$ cat src/rtl/line_sum_accumulator_pkg.sv
// Project-wide image geometry and the width helpers that derive the
// line-sum, accumulator and line-counter widths from it.
package line_sum_accumulator_pkg;

  localparam int DEF_PIXEL_SIZE   = 8;
  localparam int DEF_LINE_SIZE    = 640;
  localparam int DEF_NUM_OF_LINES = 480;

  function automatic int calc_lsw(input int line_size, input int pixel_size);
    return $clog2(line_size) + 2 * pixel_size;
  endfunction

  // Headroom of clog2(lines) bits means a frame of all-max lines cannot overflow.
  function automatic int calc_acw(input int num_lines, input int lsw);
    return $clog2(num_lines) + lsw;
  endfunction

  function automatic int calc_cw(input int num_lines);
    return $clog2(num_lines + 1);
  endfunction

  localparam int DEF_LSW = calc_lsw(DEF_LINE_SIZE, DEF_PIXEL_SIZE);
  localparam int DEF_ACW = calc_acw(DEF_NUM_OF_LINES, DEF_LSW);

endpackage

$ cat src/rtl/line_sum_accumulator_counter.sv
// Free-running 1..N line counter: counts one line per clock, wrapping from
// N back to 1, with flags telling the datapath when a frame starts or ends.
module line_sum_accumulator_counter
  import line_sum_accumulator_pkg::*;
#(
  parameter int N  = DEF_NUM_OF_LINES,
  parameter int CW = calc_cw(N)
) (
  input  logic          i_clk,
  input  logic          i_rst_n,
  output logic [CW-1:0] o_cnt,
  output logic          o_wrap,
  output logic          o_completes
);

  logic [CW-1:0] r_cnt;
  logic [CW-1:0] w_cnt_next;

  // o_wrap: the count already sits at N, so this edge starts a new frame.
  assign o_wrap      = (r_cnt == CW'(N));
  assign w_cnt_next  = o_wrap ? CW'(1) : r_cnt + CW'(1);
  assign o_completes = (w_cnt_next == CW'(N));
  assign o_cnt       = r_cnt;

  always_ff @(posedge i_clk or negedge i_rst_n) begin
    if (!i_rst_n) begin
      r_cnt <= '0;
    end else begin
      r_cnt <= w_cnt_next;
    end
  end

endmodule

$ cat src/rtl/line_sum_accumulator.sv
// Per-frame accumulator of line sums: adds one line per clock, publishes the
// frame total with a one-cycle frame_done after NUM_OF_LINES lines.
module line_sum_accumulator
  import line_sum_accumulator_pkg::*;
#(
  parameter int PIXEL_SIZE   = DEF_PIXEL_SIZE,
  parameter int LINE_SIZE    = DEF_LINE_SIZE,
  parameter int NUM_OF_LINES = DEF_NUM_OF_LINES,
  localparam int LSW = calc_lsw(LINE_SIZE, PIXEL_SIZE),
  localparam int ACW = calc_acw(NUM_OF_LINES, LSW),
  localparam int CW  = calc_cw(NUM_OF_LINES)
) (
  input  logic           CLK,
  input  logic           reset,
  input  logic [LSW-1:0] line_sum,
  output logic [ACW-1:0] Acc_lines_sum,
  output logic [CW-1:0]  line_cnt,
  output logic           frame_done,
  output logic [ACW-1:0] frame_sum
);

  logic [ACW-1:0] r_acc;
  logic           r_done;
  logic [ACW-1:0] r_fsum;

  logic [CW-1:0]  w_cnt;
  logic           w_wrap;
  logic           w_completes;
  logic [ACW-1:0] w_line_ext;
  logic [ACW-1:0] w_acc_next;

  line_sum_accumulator_counter #(
    .N  (NUM_OF_LINES),
    .CW (CW)
  ) u_line_counter (
    .i_clk       (CLK),
    .i_rst_n     (reset),
    .o_cnt       (w_cnt),
    .o_wrap      (w_wrap),
    .o_completes (w_completes)
  );

  assign w_line_ext = ACW'(line_sum);
  // On the wrap edge the incoming line is the first line of the next frame.
  assign w_acc_next = w_wrap ? w_line_ext : r_acc + w_line_ext;

  always_ff @(posedge CLK or negedge reset) begin
    if (!reset) begin
      r_acc  <= '0;
      r_done <= 1'b0;
      r_fsum <= '0;
    end else begin
      r_acc  <= w_acc_next;
      r_done <= w_completes;
      if (w_completes) begin
        r_fsum <= w_acc_next;
      end
    end
  end

  assign Acc_lines_sum = r_acc;
  assign line_cnt      = w_cnt;
  assign frame_done    = r_done;
  assign frame_sum     = r_fsum;

endmodule

$ cat config.mk
export PLATFORM = sky130hd
export DESIGN_NAME = line_sum_accumulator
export DESIGN_NICKNAME = d
export VERILOG_FILES = /design/src/rtl/line_sum_accumulator_pkg.sv /design/src/rtl/line_sum_accumulator_counter.sv /design/src/rtl/line_sum_accumulator.sv
export SDC_FILE = /design/constraint.sdc
export NUM_CORES = 1
export LEC_CHECK = 0
export ABC_AREA = 1
export BUFFER_PORTS_ARGS = -buffer_cell sky130_fd_sc_hd__buf_2
export CORE_UTILIZATION = 35
export CTS_BUF_LIST = sky130_fd_sc_hd__clkbuf_16
export DETAILED_ROUTE_END_ITERATION = 10
export PLACE_DENSITY = 0.64
export SYNTH_ARGS = -nofsm -noshare
export SYNTH_HDL_FRONTEND = slang
export SYNTH_SLANG_ARGS = --single-unit
export TNS_END_PERCENT = 50
$ cat constraint.sdc
create_clock -name CLK -period 3.1 [get_ports CLK]
set_input_delay 0.465 -clock CLK [delete_from_list [all_inputs] [get_ports CLK]]
set_output_delay 0.465 -clock CLK [all_outputs]
set_load 0.02 [all_outputs]
# After elaboration in Yosys (flattened, before gate mapping)
# Index checks and enable logic that the tools add are counted.
# word_totals
ff_bits,80
in_bits,28
output_inout_bits,80
wordCells,10
# classes
n_addsub,2
eq_ne,2
mux,2
# ops
operator,count
adder 35 x 26 -> 35 bit,1
2-to-1 mux 35 bit,1
equality test 9 bit (second input constant),2
adder 9 x 1 -> 9 bit (second input constant),1
2-to-1 mux 9 bit,1

# Logic depth before layout (Yosys ltp)
# logic_depth
word_depth,3
ltp_mapped,15

# Modules after synthesis
# Synthesis repeated with hierarchy kept, for this count alone.
# unflattened
cells_unflattened,821
area_unflattened_um2,5534.1
# modules_own_cells
module,n_inst,cells_per_inst,area_each_um2,seq_area_each_um2
line_sum_accumulator,1,743,4981.0,1776.7
line_sum_accumulator_counter,1,78,553.0,225.2

# Least setup slack after synthesis
# No wires, ideal clock.
# synth_path
path_kind,register -> register
start,"reg r_acc[0], in the netlist Acc_lines_sum[0]"
end,"reg r_fsum[32], in the netlist frame_sum[32]"
setup_ps,129
arrival_ps,1937
required_ps,2971
setup_slack_ps,1034
stages_incl_launch_ff,16
synth_period_minus_slack_ps,2066
path_cell_list,dfrtp_1 > ha_1 > inv_1 > fa_1 > inv_1 > nand3_1 > nand3_1 > nand2_1 > nand2_1 > nand2_1 > nand2_1 > nand2_1 > nand2_1 > nand2_1 > nand3_1 > o21ai_0
# synth_via
elab_chain_cells,2
# synth_rtl
element,line_no,rtl
"start, declared",line_sum_accumulator.sv:22,logic [ACW-1:0] r_acc;
"start signal, assigned",line_sum_accumulator.sv:53,r_acc <= w_acc_next;
adder 35 x 26 -> 35 bit,line_sum_accumulator.sv:45,assign w_acc_next = w_wrap ? w_line_ext : r_acc + w_line_ext;
2-to-1 mux 35 bit,line_sum_accumulator.sv:45,
"end signal, assigned",line_sum_accumulator.sv:56,r_fsum <= w_acc_next;
"end, declared",line_sum_accumulator.sv:24,logic [ACW-1:0] r_fsum;
# Every way passes these cells.
# A chain may end at the register's enable or synchronous reset.

# Worst setup path after layout
# layout_path
start,"reg u_line_counter.r_cnt[0], in the netlist u_line_counter.o_cnt[0]"
end,"reg r_fsum[32], in the netlist frame_sum[32]"
# layout_via
elab_chain_cells,3
# layout_rtl
element,line_no,rtl
"start, declared",line_sum_accumulator_counter.sv:16,logic [CW-1:0] r_cnt;
"start signal, assigned",line_sum_accumulator_counter.sv:29,r_cnt <= w_cnt_next;
adder 9 x 1 -> 9 bit or equality test 9 bit (tied branches),"line_sum_accumulator_counter.sv:21, line_sum_accumulator_counter.sv:20",
2-to-1 mux 9 bit,line_sum_accumulator_counter.sv:21,assign w_cnt_next = o_wrap ? CW'(1) : r_cnt + CW'(1);
equality test 9 bit,line_sum_accumulator_counter.sv:22,assign o_completes = (w_cnt_next == CW'(N));
# Several ways; a longest one is shown, not always the timed one.

==> results_dict.tcl <==
set metrics [dict create \
    grt_usage_pct 20.43 \
    die_width_um 126.8 \
    num_vias 5337 \
    rows 45 \
    instances_no_fill 1128 \
    cp_max_fo 37 \
    multi_input_comb_area_sq_um 2915 \
    p_comb_share_pct 56.3 \
    coreArea_sq_um 15200 \
    worstMarginPinSlew_ns 0.7206 \
    insertion_delay_ns 0.35 \
    cts_root_buffer "clkbuf_16" \
    die_h_um 126.8 \
    cts.repair.resized 0 \
    cts_hold_buf 0 \
    clk_path_buf_depth 2 \
    layout-drive-gt1-share_pct 15.74 \
    critical_path.slowest_cell "inv_2" \
    final-seq-area_sq_um 2002 \
    power_frac_clock_pct 18.3 \
    n_antenna_cell 0 \
    fin_nets 992 \
    synth_cell_types 29 \
    cts_setup_buffers 0 \
    gp_congestion 0.9065 \
    cts_buffers 9 \
    max_freq_mhz 430.9 \
    drcViolationCount 0 \
    pwr-share-seq_pct 25.4 \
    drt_iter0_markers 198 \
    drv_cap 0 \
    grt_max_degree 38 \
    fin_util_pct 42.69 \
    start_util_pct 35.86 \
    worst_ep_required_time_ns 3.29 \
    fin_crit_sh_pct 74.87 \
    yosysWarnings 0 \
    fill_cells 1652 \
    synth-main-ff-cell "dfrtp_1" \
    avgSynthCellArea_sq_um 6.624 \
    grt_pass1_wl_um 25590 \
    finalSetupViolations 0 \
    dp_hpwl_um 12500 \
    hold_viol 0 \
    skew_ns 0.008660 \
    gr-total-overflow 0 \
    syn_inst 823 \
    path_cells "inv_1 -> ha_1 -> nand2_1 -> nor3_1 -> nand2_2 -> buf_4 -> nand3_1 -> nor2_4 -> inv_2 -> o21ai_0" \
    crit_arrival_ns 2.52 \
    status "finished, final reports clean" \
    cts_num_sinks 80 \
    ys_seq_area_share_pct 36.72 \
    rsz0062_at_grt "false" \
    clk_pin_slew_ns 0.06 \
    slew_headroom_pct 51.89 \
    slew_viol_final 0 \
    ant_nets 0 \
    synthArstFlopShare_pct 100.0 \
    htreeDepth 3 \
    period_needed_ns 2.321 \
    synth-edff-count 0 \
    dieArea_sq_um 16080 \
    synth.top_cell.area_share_pct 36.72 \
    synth_most_common_cell "nand2_1" \
    io_pins 108 \
    hold_class "primary input to async pin" \
    synth_area_leaders "dfrtp_1, nand2_1, inv_1" \
    totalWireLength_um 15560 \
    io_buffers 107 \
    synth_top_area_cell "dfrtp_1" \
    firstDrtPassIters 5 \
    syn2layout_area_growth_pct 19.05 \
    crit_path_end_kind "flop" \
    syn_nets 880 \
    synth_common_cells "nand2_1, inv_1, dfrtp_1" \
    synth_seq_cells 80 \
    p_leak_uw 0.003569 \
    antenna_found_initial 0 \
    cp-start-kind "flop" \
    p_switching_uw 2813 \
    wl_per_cell_um 13.80 \
    placed_cells 1112 \
    vias_per_cell 4.731 \
    critPathKind "flop to flop" \
    total_power_uw 5844 \
    powerDensity_nw_per_um2 900.5 \
    fin_setup_tns_ns 0 \
    cts_tree "yes" \
    grt_pass1_vias 5097 \
    critical_path.max_stage_delay_ns 0.53 \
    syn_area_sq_um 5451 \
    hold_ws_ns 0.03278 \
    ir_drop_mv 0.3843 \
    power.internal_uw 3031 \
    switching_share_pct 48.13 \
]
==> cell type report <==
type / instances / share of cell area (%)
Sequential cell: 80 / 30.85
Inverter: 120 / 6.940
Clock buffer: 9 / 3.470
Multi-Input combinational cell: 610 / 44.92
Clock inverter: 7 / 1.099
Timing Repair Buffer: 114 / 9.100
Tap cell: 188 / 3.624
==> worst paths after layout <==
path,start,endpoint,slack (ns),cells after the start
min in group CLK,line_sum[11],Acc_lines_sum[11],0.37,3
setup / recovery,u_line_counter.o_cnt[0],frame_sum[32],0.78,10
hold / removal,reset,frame_sum[23],0.03,1
setup reg to reg,u_line_counter.o_cnt[0],frame_sum[32],0.78,10
hold reg to reg,frame_sum[5],frame_sum[5],0.46,2
max in group asynchronous,reset,u_line_counter.o_cnt[7],2.38,2
==> logic make-up after synthesis <==
kind of cell               after synthesis  synth area share [%]
AOI/OAI and AO/OA                       55                 5.623
xor gates and xnor gates                12                 1.928
adders and majority gates               29                 6.794
buffers and inverters                  133                 9.800
DFF                                     80                 36.72
and+or+nand+nor                        514                 39.13
==> per-stage QoR <==
| step | area (sq um) | setup WS [ns] |
|---|---|---|
| after floorplan | 5451 | 1.034 |
| after global placement | 6193 | 0.7299 |
| after detailed placement | 6193 | 0.6592 |
| after CTS | 6490 | 0.7630 |
| after global routing | 6490 | 0.5297 |
| final | 6490 | 0.7790 |
==> state kept, by name (all words and copies together) (netlist names) <==
register,flops
frame_done,1
u_line_counter.o_cnt,9
frame_sum,35
Acc_lines_sum,35
==> worst max-delay path: cells and delay by family (launching register included) <==
family,cells,cell delay (ns)
buffers and inverters,3,0.82
AO/OA/AOI/OAI,1,0.19
flip-flops,1,0.42
AND/OR/NAND/NOR,5,0.60
adder cells (fa/ha/maj),1,0.13
==> power groups by stage <==
stage | Combinational, uW | Sequential [uW] | Clock (uW)
global route | 3720 | 1510 | 1150
detailed placement | 3270 | 1500 | 0
global placement | 3240 | 1500 | 0
floorplan | 2080 | 1730 | 0
CTS | 3290 | 1480 | 1100
finish | 3290 | 1480 | 1070
==> cell usage in the layout, fill, tap and decap left out, types with 8 or more instances in the layout <==
| cell type | instances |
|---|---|
| buf_2 | 106 |
| nand2_1 | 336 |
| clkbuf_16 | 9 |
| xnor2_1 | 11 |
| dfrtp_1 | 80 |
| nor2_1 | 65 |
| or2_2 | 12 |
| a21oi_1 | 23 |
| inv_1 | 116 |
| nand3_1 | 66 |
| buf_4 | 8 |
| o21ai_0 | 19 |
| nand4_1 | 14 |
| ha_1 | 28 |
| o21bai_1 | 9 |
==> metal layers <==
metal	vias up	track usage, %	share of wire, %
met2	101	33.06	45
met3	10	4.344	4.5
met5	-	0	0
met1	2442	27.75	50
li1	2784	-	-
met4	0	5.112	0.87
No activity file was read; power rests on OpenSTA's default activity.
